[config.mk]
export PLATFORM = sky130hd
export DESIGN_NAME = clock_lock_sequencer
export DESIGN_NICKNAME = d
export VERILOG_FILES = /design/src/rtl/clock_ctrl_pkg.sv /design/src/rtl/sync_2ff.sv /design/src/rtl/clock_lock_sequencer.sv
export SDC_FILE = /design/constraint.sdc
export NUM_CORES = 1
export LEC_CHECK = 0
export ABC_CLOCK_PERIOD_IN_PS = 1630
export CAP_MARGIN = 20
export CORE_MARGIN = 4
export CORE_UTILIZATION = 50
export CTS_BUF_LIST = sky130_fd_sc_hd__clkbuf_2
export DETAILED_ROUTE_END_ITERATION = 6
export HOLD_SLACK_MARGIN = 0.05
export PLACE_DENSITY = 0.75
export SETUP_SLACK_MARGIN = 0.5
export SYNTH_ARGS = -nofsm -noshare
export SYNTH_HDL_FRONTEND = slang
export SYNTH_HIERARCHICAL = 1
export SYNTH_SLANG_ARGS = --single-unit
export TNS_END_PERCENT = 10
[constraint.sdc]
create_clock -name clk_12mhz_i -period 1.63 [get_ports clk_12mhz_i]
set_input_delay 0.163 -clock clk_12mhz_i [delete_from_list [all_inputs] [get_ports clk_12mhz_i]]
set_output_delay 0.163 -clock clk_12mhz_i [all_outputs]
set_load 0.05 [all_outputs]
[src/rtl/clock_ctrl_pkg.sv]
// Shared definitions for the clock-control blocks: the lock-sequencer state
// encoding and small elaboration-time helpers.
package clock_ctrl_pkg;

    typedef enum logic [2:0] {
        ST_HOLD      = 3'd0,
        ST_WAIT_LOCK = 3'd1,
        ST_STABLE    = 3'd2,
        ST_RUN       = 3'd3,
        ST_FAULT     = 3'd4
    } lock_state_t;

    localparam int RETRY_W = 4;
    localparam logic [RETRY_W-1:0] RETRY_SAT = '1;

    function automatic int max3(input int a, input int b, input int c);
        int m;
        m = (a > b) ? a : b;
        return (m > c) ? m : c;
    endfunction

endpackage

[src/rtl/sync_2ff.sv]
// Two-flop synchronizer for slow level signals entering the local clock domain,
// with a synchronous clear so callers can discard stale history.
module sync_2ff #(
    parameter int WIDTH_p = 1
) (
    input  logic               clk,
    input  logic               srst,
    input  logic [WIDTH_p-1:0] d,
    output logic [WIDTH_p-1:0] q
);

    logic [WIDTH_p-1:0] meta_reg;
    logic [WIDTH_p-1:0] sync_reg;

    always_ff @(posedge clk) begin
        if (srst) begin
            meta_reg <= '0;
            sync_reg <= '0;
        end else begin
            meta_reg <= d;
            sync_reg <= meta_reg;
        end
    end

    assign q = sync_reg;

endmodule

[src/rtl/clock_lock_sequencer.sv]
// Brings the pixel PLL out of reset, waits for a stable LOCK and only then
// releases pixel-domain reset; retries a bounded number of times before faulting.
module clock_lock_sequencer
    import clock_ctrl_pkg::*;
#(
    parameter int HOLD_CYCLES_p   = 12,
    parameter int LOCK_TIMEOUT_p  = 12000,
    parameter int STABLE_CYCLES_p = 1200,
    parameter int MAX_RETRIES_p   = 3
) (
    input  logic         clk_12mhz_i,
    input  logic         reset_i,
    input  logic         pll_lock_i,
    output logic         pll_resetb_o,
    output logic         sys_reset_o,
    output logic         ready_o,
    output logic         fault_o,
    output logic         lost_o,
    output logic [3:0]   retry_count_o,
    output logic [2:0]   state_o
);

    localparam int CNT_W = $clog2(max3(HOLD_CYCLES_p, LOCK_TIMEOUT_p, STABLE_CYCLES_p)) + 1;
    localparam logic [CNT_W-1:0] HOLD_LAST    = CNT_W'(HOLD_CYCLES_p - 1);
    localparam logic [CNT_W-1:0] TIMEOUT_LAST = CNT_W'(LOCK_TIMEOUT_p - 1);
    localparam logic [CNT_W-1:0] STABLE_LAST  = CNT_W'(STABLE_CYCLES_p - 1);

    if (HOLD_CYCLES_p < 1 || LOCK_TIMEOUT_p < 1 || STABLE_CYCLES_p < 1 || MAX_RETRIES_p < 1)
    begin : g_param_check
        $error("clock_lock_sequencer: every cycle/retry parameter must be at least 1");
    end

    lock_state_t        state_reg, state_next;
    logic [CNT_W-1:0]   cnt_reg, cnt_next;
    logic [RETRY_W-1:0] retry_reg, retry_next;
    logic               lost_reg, lost_next;
    logic               lock_sync;
    logic               sync_clr;

    // LOCK from a PLL held in reset is meaningless; flushing the synchronizer
    // in HOLD keeps a stale high from a previous attempt out of WAIT_LOCK.
    assign sync_clr = reset_i || (state_reg == ST_HOLD);

    sync_2ff #(
        .WIDTH_p (1)
    ) u_lock_sync (
        .clk  (clk_12mhz_i),
        .srst (sync_clr),
        .d    (pll_lock_i),
        .q    (lock_sync)
    );

    always_ff @(posedge clk_12mhz_i) begin
        if (reset_i) begin
            state_reg <= ST_HOLD;
            cnt_reg   <= '0;
            retry_reg <= '0;
            lost_reg  <= 1'b0;
        end else begin
            state_reg <= state_next;
            cnt_reg   <= cnt_next;
            retry_reg <= retry_next;
            lost_reg  <= lost_next;
        end
    end

    always_comb begin
        state_next = state_reg;
        retry_next = retry_reg;
        lost_next  = lost_reg;
        unique case (state_reg)
            ST_HOLD: begin
                if (cnt_reg == HOLD_LAST) state_next = ST_WAIT_LOCK;
            end
            ST_WAIT_LOCK: begin
                // A lock seen on the last timeout cycle wins over the timeout.
                if (lock_sync) begin
                    state_next = ST_STABLE;
                end else if (cnt_reg == TIMEOUT_LAST) begin
                    if (int'(retry_reg) == MAX_RETRIES_p) begin
                        state_next = ST_FAULT;
                    end else begin
                        state_next = ST_HOLD;
                        retry_next = (retry_reg == RETRY_SAT) ? retry_reg : retry_reg + 1'b1;
                    end
                end
            end
            ST_STABLE: begin
                if (!lock_sync) begin
                    state_next = ST_WAIT_LOCK;
                end else if (cnt_reg == STABLE_LAST) begin
                    state_next = ST_RUN;
                    retry_next = '0;
                end
            end
            ST_RUN: begin
                if (!lock_sync) begin
                    state_next = ST_HOLD;
                    lost_next  = 1'b1;
                end
            end
            ST_FAULT: state_next = ST_FAULT;
            default:  state_next = ST_HOLD;
        endcase
    end

    // Counter restarts on every state change and idles in the terminal states.
    always_comb begin
        cnt_next = cnt_reg;
        if (state_next != state_reg) begin
            cnt_next = '0;
        end else if (state_reg != ST_RUN && state_reg != ST_FAULT) begin
            cnt_next = cnt_reg + CNT_W'(1);
        end
    end

    assign pll_resetb_o  = !(state_reg == ST_HOLD || state_reg == ST_FAULT);
    assign sys_reset_o   = (state_reg != ST_RUN);
    assign ready_o       = (state_reg == ST_RUN);
    assign fault_o       = (state_reg == ST_FAULT);
    assign lost_o        = lost_reg;
    assign retry_count_o = retry_reg;
    assign state_o       = state_reg;

endmodule

; After elaboration in Yosys (flattened, before gate mapping)
; Cells that the tools add are included.
[totals]
ff_bits = 25
in_bits = 3
elab_cells = 51
[op_classes]
addsub = 2
n_eq_ne = 18
n_mux = 15
bitwise_logic = 1
reduce_logical = 9
[ops]
columns = operator, n
row1 = $mux 4, 6
row2 = $mux 3, 7
row3 = $add 15x1->15 const B, 1
row4 = $eq 15x11->1 const B, 1
row5 = $eq 15x14->1 const B, 1
row6 = $eq 15x4->1 const B, 1
row7 = $pmux 3 s5, 1
row8 = $ne 2x2->1 const B, 5
row9 = $pmux 4 s2, 1
row10 = $reduce_and 7->1, 1
row11 = $eq 3x2->1 const B, 2
row12 = $add 4x1->4 const B, 1
row13 = $eq 4x3->1 const B, 1
row14 = $eq 4x4->1 const B, 1
row15 = $eq 3x1->1 const B, 1
row16 = $eq 3x3->1 const B, 1
row17 = $logic_not 3->1, 1
row18 = $ne 3x2->1 const B, 1
row19 = $ne 3x3->1, 1
row20 = $ne 3x3->1 const B, 1
row21 = $logic_or 1x1->1, 2
row22 = $ne 2x1->1 const B, 1
row23 = $reduce_and 2->1, 1
row24 = $reduce_bool 2->1, 1
row25 = 4 further kinds, 4

; Depth between registers and ports, before layout
[logic_depth]
ltp_word = 7
depth_mapped = 8

; By module
; The synthesis kept the hierarchy.
[by_module_without_submodules]
columns = mod, instances, cells_per_inst, area_per_inst_um2, seq_area_each_um2
row1 = clock_lock_sequencer, 1, 150, 1263.7, 460.4
row2 = sync_2ff, 1, 4, 52.6, 40.0

; Worst setup path before layout
; OpenSTA, ideal clock, no wires.
[synth_timing]
path_type = reg-to-reg
start = register state_reg[2] (netlist: state_o[2])
end = register cnt_reg[14]
setup_ns = 0.115
arrival_ns = 2.324
required_time_ns = 1.515
setup_slack_ns = -0.809
stages_incl_launch_ff = 8
n_path_buf = 1
synth_period_minus_slack_ns = 2.439
cell_sequence = dfxtp_1 nand3b_4 inv_4 or4b_4 buf_6 nor4_4 xnor2_1 nor2_2
[synth_via]
elab_cells_between_ends = 17
[synth_lines]
columns = element, line_no
row1 = from (decl), clock_lock_sequencer.sv:33  ; lock_state_t state_reg, state_next;
row2 = from (signal assigned), clock_lock_sequencer.sv:60  ; state_reg <= state_next;
row3 = $ne 3x2->1, n/a
row4 = named net sys_reset_o, clock_lock_sequencer.sv:15  ; output logic sys_reset_o,
row5 = $logic_and 1x1->1, clock_lock_sequencer.sv:112  ; end else if (state_reg != ST_RUN && state_reg != ST_FAULT) begin
row6 = to (signal assigned), clock_lock_sequencer.sv:61  ; cnt_reg <= cnt_next;
row7 = to (decl), clock_lock_sequencer.sv:34  ; logic [CNT_W-1:0] cnt_reg, cnt_next;
; The timed path passes the listed nets, and every way through them passes these cells.
; A chain may end at the register's enable or synchronous reset.

; Worst setup path in the final report
[layout_timing]
start = register cnt_reg[13]
end = register cnt_reg[3]
[layout_via]
elab_chain_cells = 6
elab_cells_between_ends = 11
[layout_lines]
columns = element, line_no
row1 = $eq 15x11->1 or $eq 15x14->1 (tied branches), "clock_lock_sequencer.sv:91, clock_lock_sequencer.sv:79"
row2 = $mux 3 (on tied branches), "clock_lock_sequencer.sv:91, clock_lock_sequencer.sv:79"
row3 = $mux 3 (on tied branches), "clock_lock_sequencer.sv:89, clock_lock_sequencer.sv:77"
row4 = $pmux 3 s5 (*), clock_lock_sequencer.sv:71  ; unique case (state_reg)
row5 = $ne 3x3->1 (*), clock_lock_sequencer.sv:110  ; if (state_next != state_reg) begin
row6 = $reduce_or 2->1 (no line) (*), n/a
; Every way passes the cells marked *; elsewhere a longest branch is shown, timed or not.

==> results.py <==
metrics = {
    "outcome": {
        "outcome": "finished with violations",
        "violations": "setup timing",
    },
    "cells_and_area": {
        "nets": 206,
        "ff_latch_area_um2": 519,
        "final_cell_mix": "buf_4, nor2_1, dfxtp_1",
        "largest_reg_flops": 15,
        "fill_cells": 147,
        "final_cell_count_no_fill": 230,
        "area.growth.synth_to_final_pct": 49.3,
        "drive_gt1_share_pct": 42.5,
        "multi_input_area_um2": 892,
        "antenna-diode-count": 0,
        "layout_commonest_cell": "buf_4",
    },
    "hold_path": {
        "hp-class": "in2reg",
    },
    "clocking": {
        "postCtsSetupRepairBufs": 0,
        "clk_latency_ns": 0.36,
        "clock_sinks": 25,
        "path_clk_slew_ns": 0.25,
        "htreeDepth": 1,
        "cts_buffer_depth": 2,
        "cts_root_buf": "clkbuf_2",
        "cts_made_buffers": 3,
        "cts_tree": "built",
        "ctsHoldBuffers": 0,
    },
    "route": {
        "drc": 0,
        "ant_nets": 0,
        "vias_per_cell": 5.71,
        "drtPass1Iterations": 4,
        "avgRoutedWirePerCell_um": 16.7,
        "drt_wl_total_um": 3840,
        "via_count": 1313,
        "dr.first_iter.drc_count": 40,
    },
    "timing": {
        "rsz0062_at_grt": "true",
        "skew_ns": 0.0108,
        "worst_pin_slew_ns": 0.449,
        "relSlewSlack_pct": 69.8,
        "fin_crit_ns": 1.84,
        "hold_slack_ns": 0.380,
        "setup_ws_ns": -0.215,
        "max_freq_ghz": 0.542,
        "final-setup-viol-count": 21,
        "final_hold_viol_count": 0,
        "drv_slew": 0,
        "fin_crit_sh_pct": 113,
    },
    "power": {
        "pwr-share-comb_pct": 7.5,
        "power_switching_uw": 237,
        "leakage_nw": 0.801,
        "switching_share_pct": 25.0,
        "ir_drop_mv": 0.431,
        "powerDensity_nw_per_um2": 482,
        "clockPowerShare_pct": 26.7,
        "seqPwrFrac_pct": 65.8,
        "cellInternalPower_uw": 711,
    },
    "setup_path": {
        "crit_slowest_cell": "or4_4",
        "crit_family": "simple AND/OR/NAND/NOR gates",
        "reg2reg_depth": 6,
        "ff2ff_setup_slack_ns": -0.21,
        "path_cells": "or4_4, nor4_4, o2111ai_2, nand4b_1, buf_12, nor2_1",
        "crit_type": "reg2reg",
        "cp-startpoint": "cnt_reg[13]",
        "critPathLaunchType": "flip-flop",
        "crit_cells": 6,
        "r2r_start": "cnt_reg[13]",
        "endpoint": "cnt_reg[3]",
        "path_buf_inv": 1,
        "cpPeakStageDelay_ns": 0.54,
        "cp_max_fo": 11,
        "endpoint_kind": "flip-flop",
        "worstPathRequired_ns": 1.91,
        "r2r-end": "cnt_reg[3]",
        "cp.arrival_ns": 2.13,
    },
    "place": {
        "dp_hpwl_um": 2390,
        "dp.cells": 226,
        "place_congestion": 0.865,
        "portBuffers": 14,
    },
    "synthesis": {
        "synthAdderAreaFrac_pct": 1.90,
        "yosysSeqAreaShare_pct": 38.0,
        "syn_nets": 159,
        "synth_mux_area_share_pct": 1.52,
        "synth_top_area_share_pct": 38.0,
        "yosys_register_bits": 25,
        "synth_top_family_by_area": "simple AND/OR/NAND/NOR gates",
        "synth_xor_area_share_pct": 9.32,
        "yosys-top-cells-area": "dfxtp_1, nor2_1, xnor2_1",
        "syn_inst": 154,
        "ys_warn_count": 6,
        "netlist_area_um2": 1320,
        "synth_cell_types": 46,
        "synth-compound-area-share_pct": 8.84,
        "yosys.area.top_type": "dfxtp_1",
        "avgSynthCellArea_um2": 8.55,
        "synthSimpleGateAreaFrac_pct": 35.7,
    },
    "floorplan": {
        "die_area_um2": 3520,
        "core_um2": 2500,
        "die_w_um": 59.3,
        "row_count": 18,
        "die_y_um": 59.3,
        "initial_core_util_pct": 52.7,
        "io-pin-count": 15,
    },
    "grt": {
        "grtUsageTotal_pct": 21.4,
        "overflow": 0,
        "grt_first_pass_wirelength_um": 5700,
        "antenna_found_initial": 0,
        "grt_max_degree": 15,
        "grt_pass1_vias": 1303,
    },
    "flow_run": {
        "drv_cap": 0,
    },
}
-- Yosys cell counts (all sizes together) --
| library cell | number |
|---|---|
| dfxtp | 25 |
| nor2 | 25 |
| nand2 | 12 |
| a21oi | 7 |
| nor4 | 7 |
| xnor2 | 7 |
| xor2 | 7 |
| buf | 5 |
| inv | 5 |
| nand4 | 5 |
| nand3 | 4 |
| nor2b | 4 |
| o21ai | 4 |
| nand2b | 3 |
| nand3b | 3 |
| or2 | 3 |
| or3 | 3 |
| and3 | 2 |
| clkbuf | 2 |
| ha | 2 |
| mux2i | 2 |
| nand4b | 2 |
| a21bo | 1 |
| a221oi | 1 |
| a32oi | 1 |
| and2 | 1 |
| and3b | 1 |
| nor3 | 1 |
| nor3b | 1 |
| nor4b | 1 |
| o2111ai | 1 |
| o21bai | 1 |
| o221ai | 1 |
| o22a | 1 |
| or3b | 1 |
| or4 | 1 |
| or4b | 1 |
-- power groups by stage --
stage | sequential, mW | clock, mW | combinational (mW)
3_5_place_dp | 0.632 | 0 | 0.0611
4_1_cts | 0.624 | 0.255 | 0.0658
2_1_floorplan | 0.632 | 0 | 0.0276
6_report | 0.624 | 0.253 | 0.0710
3_3_place_gp | 0.631 | 0 | 0.0585
5_1_grt | 0.625 | 0.276 | 0.0764
-- cell families (layout without fill, tap and decap cells) --
family                     count (synthesis)  after routing
adders and majority gates                  2              2
muxes                                      2              2
buffers and inverters                     12             58
AOI/OAI and AO/OA                         18             18
xor gates and xnor gates                  14             14
DFF                                       25             25
and+or+nand+nor                           81             81
-- timing repair --
item | in CTS | in global routing
endpoints found under the setup margin | 34 | 36
cloned | 0 | 0
pin swaps | 9 | 2
gates resized for setup | 27 | 12
-- per-stage QoR --
stage / worst slack (ns) / TNS (ns) / total power, mW / cell area [um2] / utilization [%]
2_1_floorplan: -0.309 / -2.65 / 0.660 / 1350 / -
5_1_grt: -0.240 / -3.92 / 0.978 / 1970 / 78.6
6_report: -0.215 / -2.96 / 0.948 / 1970 / 78.6
3_5_place_dp: -0.240 / -3.73 / 0.693 / 1760 / 70.5
3_3_place_gp: -0.174 / -2.59 / 0.690 / 1760 / 70.5
4_1_cts: -0.168 / -2.28 / 0.945 / 1900 / 76.0
-- per-layer routing --
layer / part of all wire (%) / up-vias / GRT usage [%]
li1: - / 634 / -
met1: 42 / 630 / 25.5
met2: 51 / 34 / 36.8
met3: 4.0 / 15 / 4.36
met4: 3.0 / 0 / 9.39
met5: 0 / - / 0
-- cell type report --
class	count	area share, %
Inverter	5	1.46
Clock buffer	3	0.764
Multi-Input combinational cell	117	45.4
Timing Repair Buffer	49	23.8
Clock inverter	1	0.255
Sequential cell	25	26.4
Tap cell	30	1.91
-- how the worst min path moves through the flow --
stage	end	start	cells past startpoint
final	u_lock_sync/meta_reg	pll_lock_i	2
after global routing	u_lock_sync/meta_reg	pll_lock_i	2
after CTS	u_lock_sync/meta_reg	pll_lock_i	2
after detailed placement	u_lock_sync/q	u_lock_sync/meta_reg	1
after global placement	u_lock_sync/q	u_lock_sync/meta_reg	1
after floorplan	u_lock_sync/meta_reg	pll_lock_i	1
Note: power is estimated with default switching activity, not from simulation.
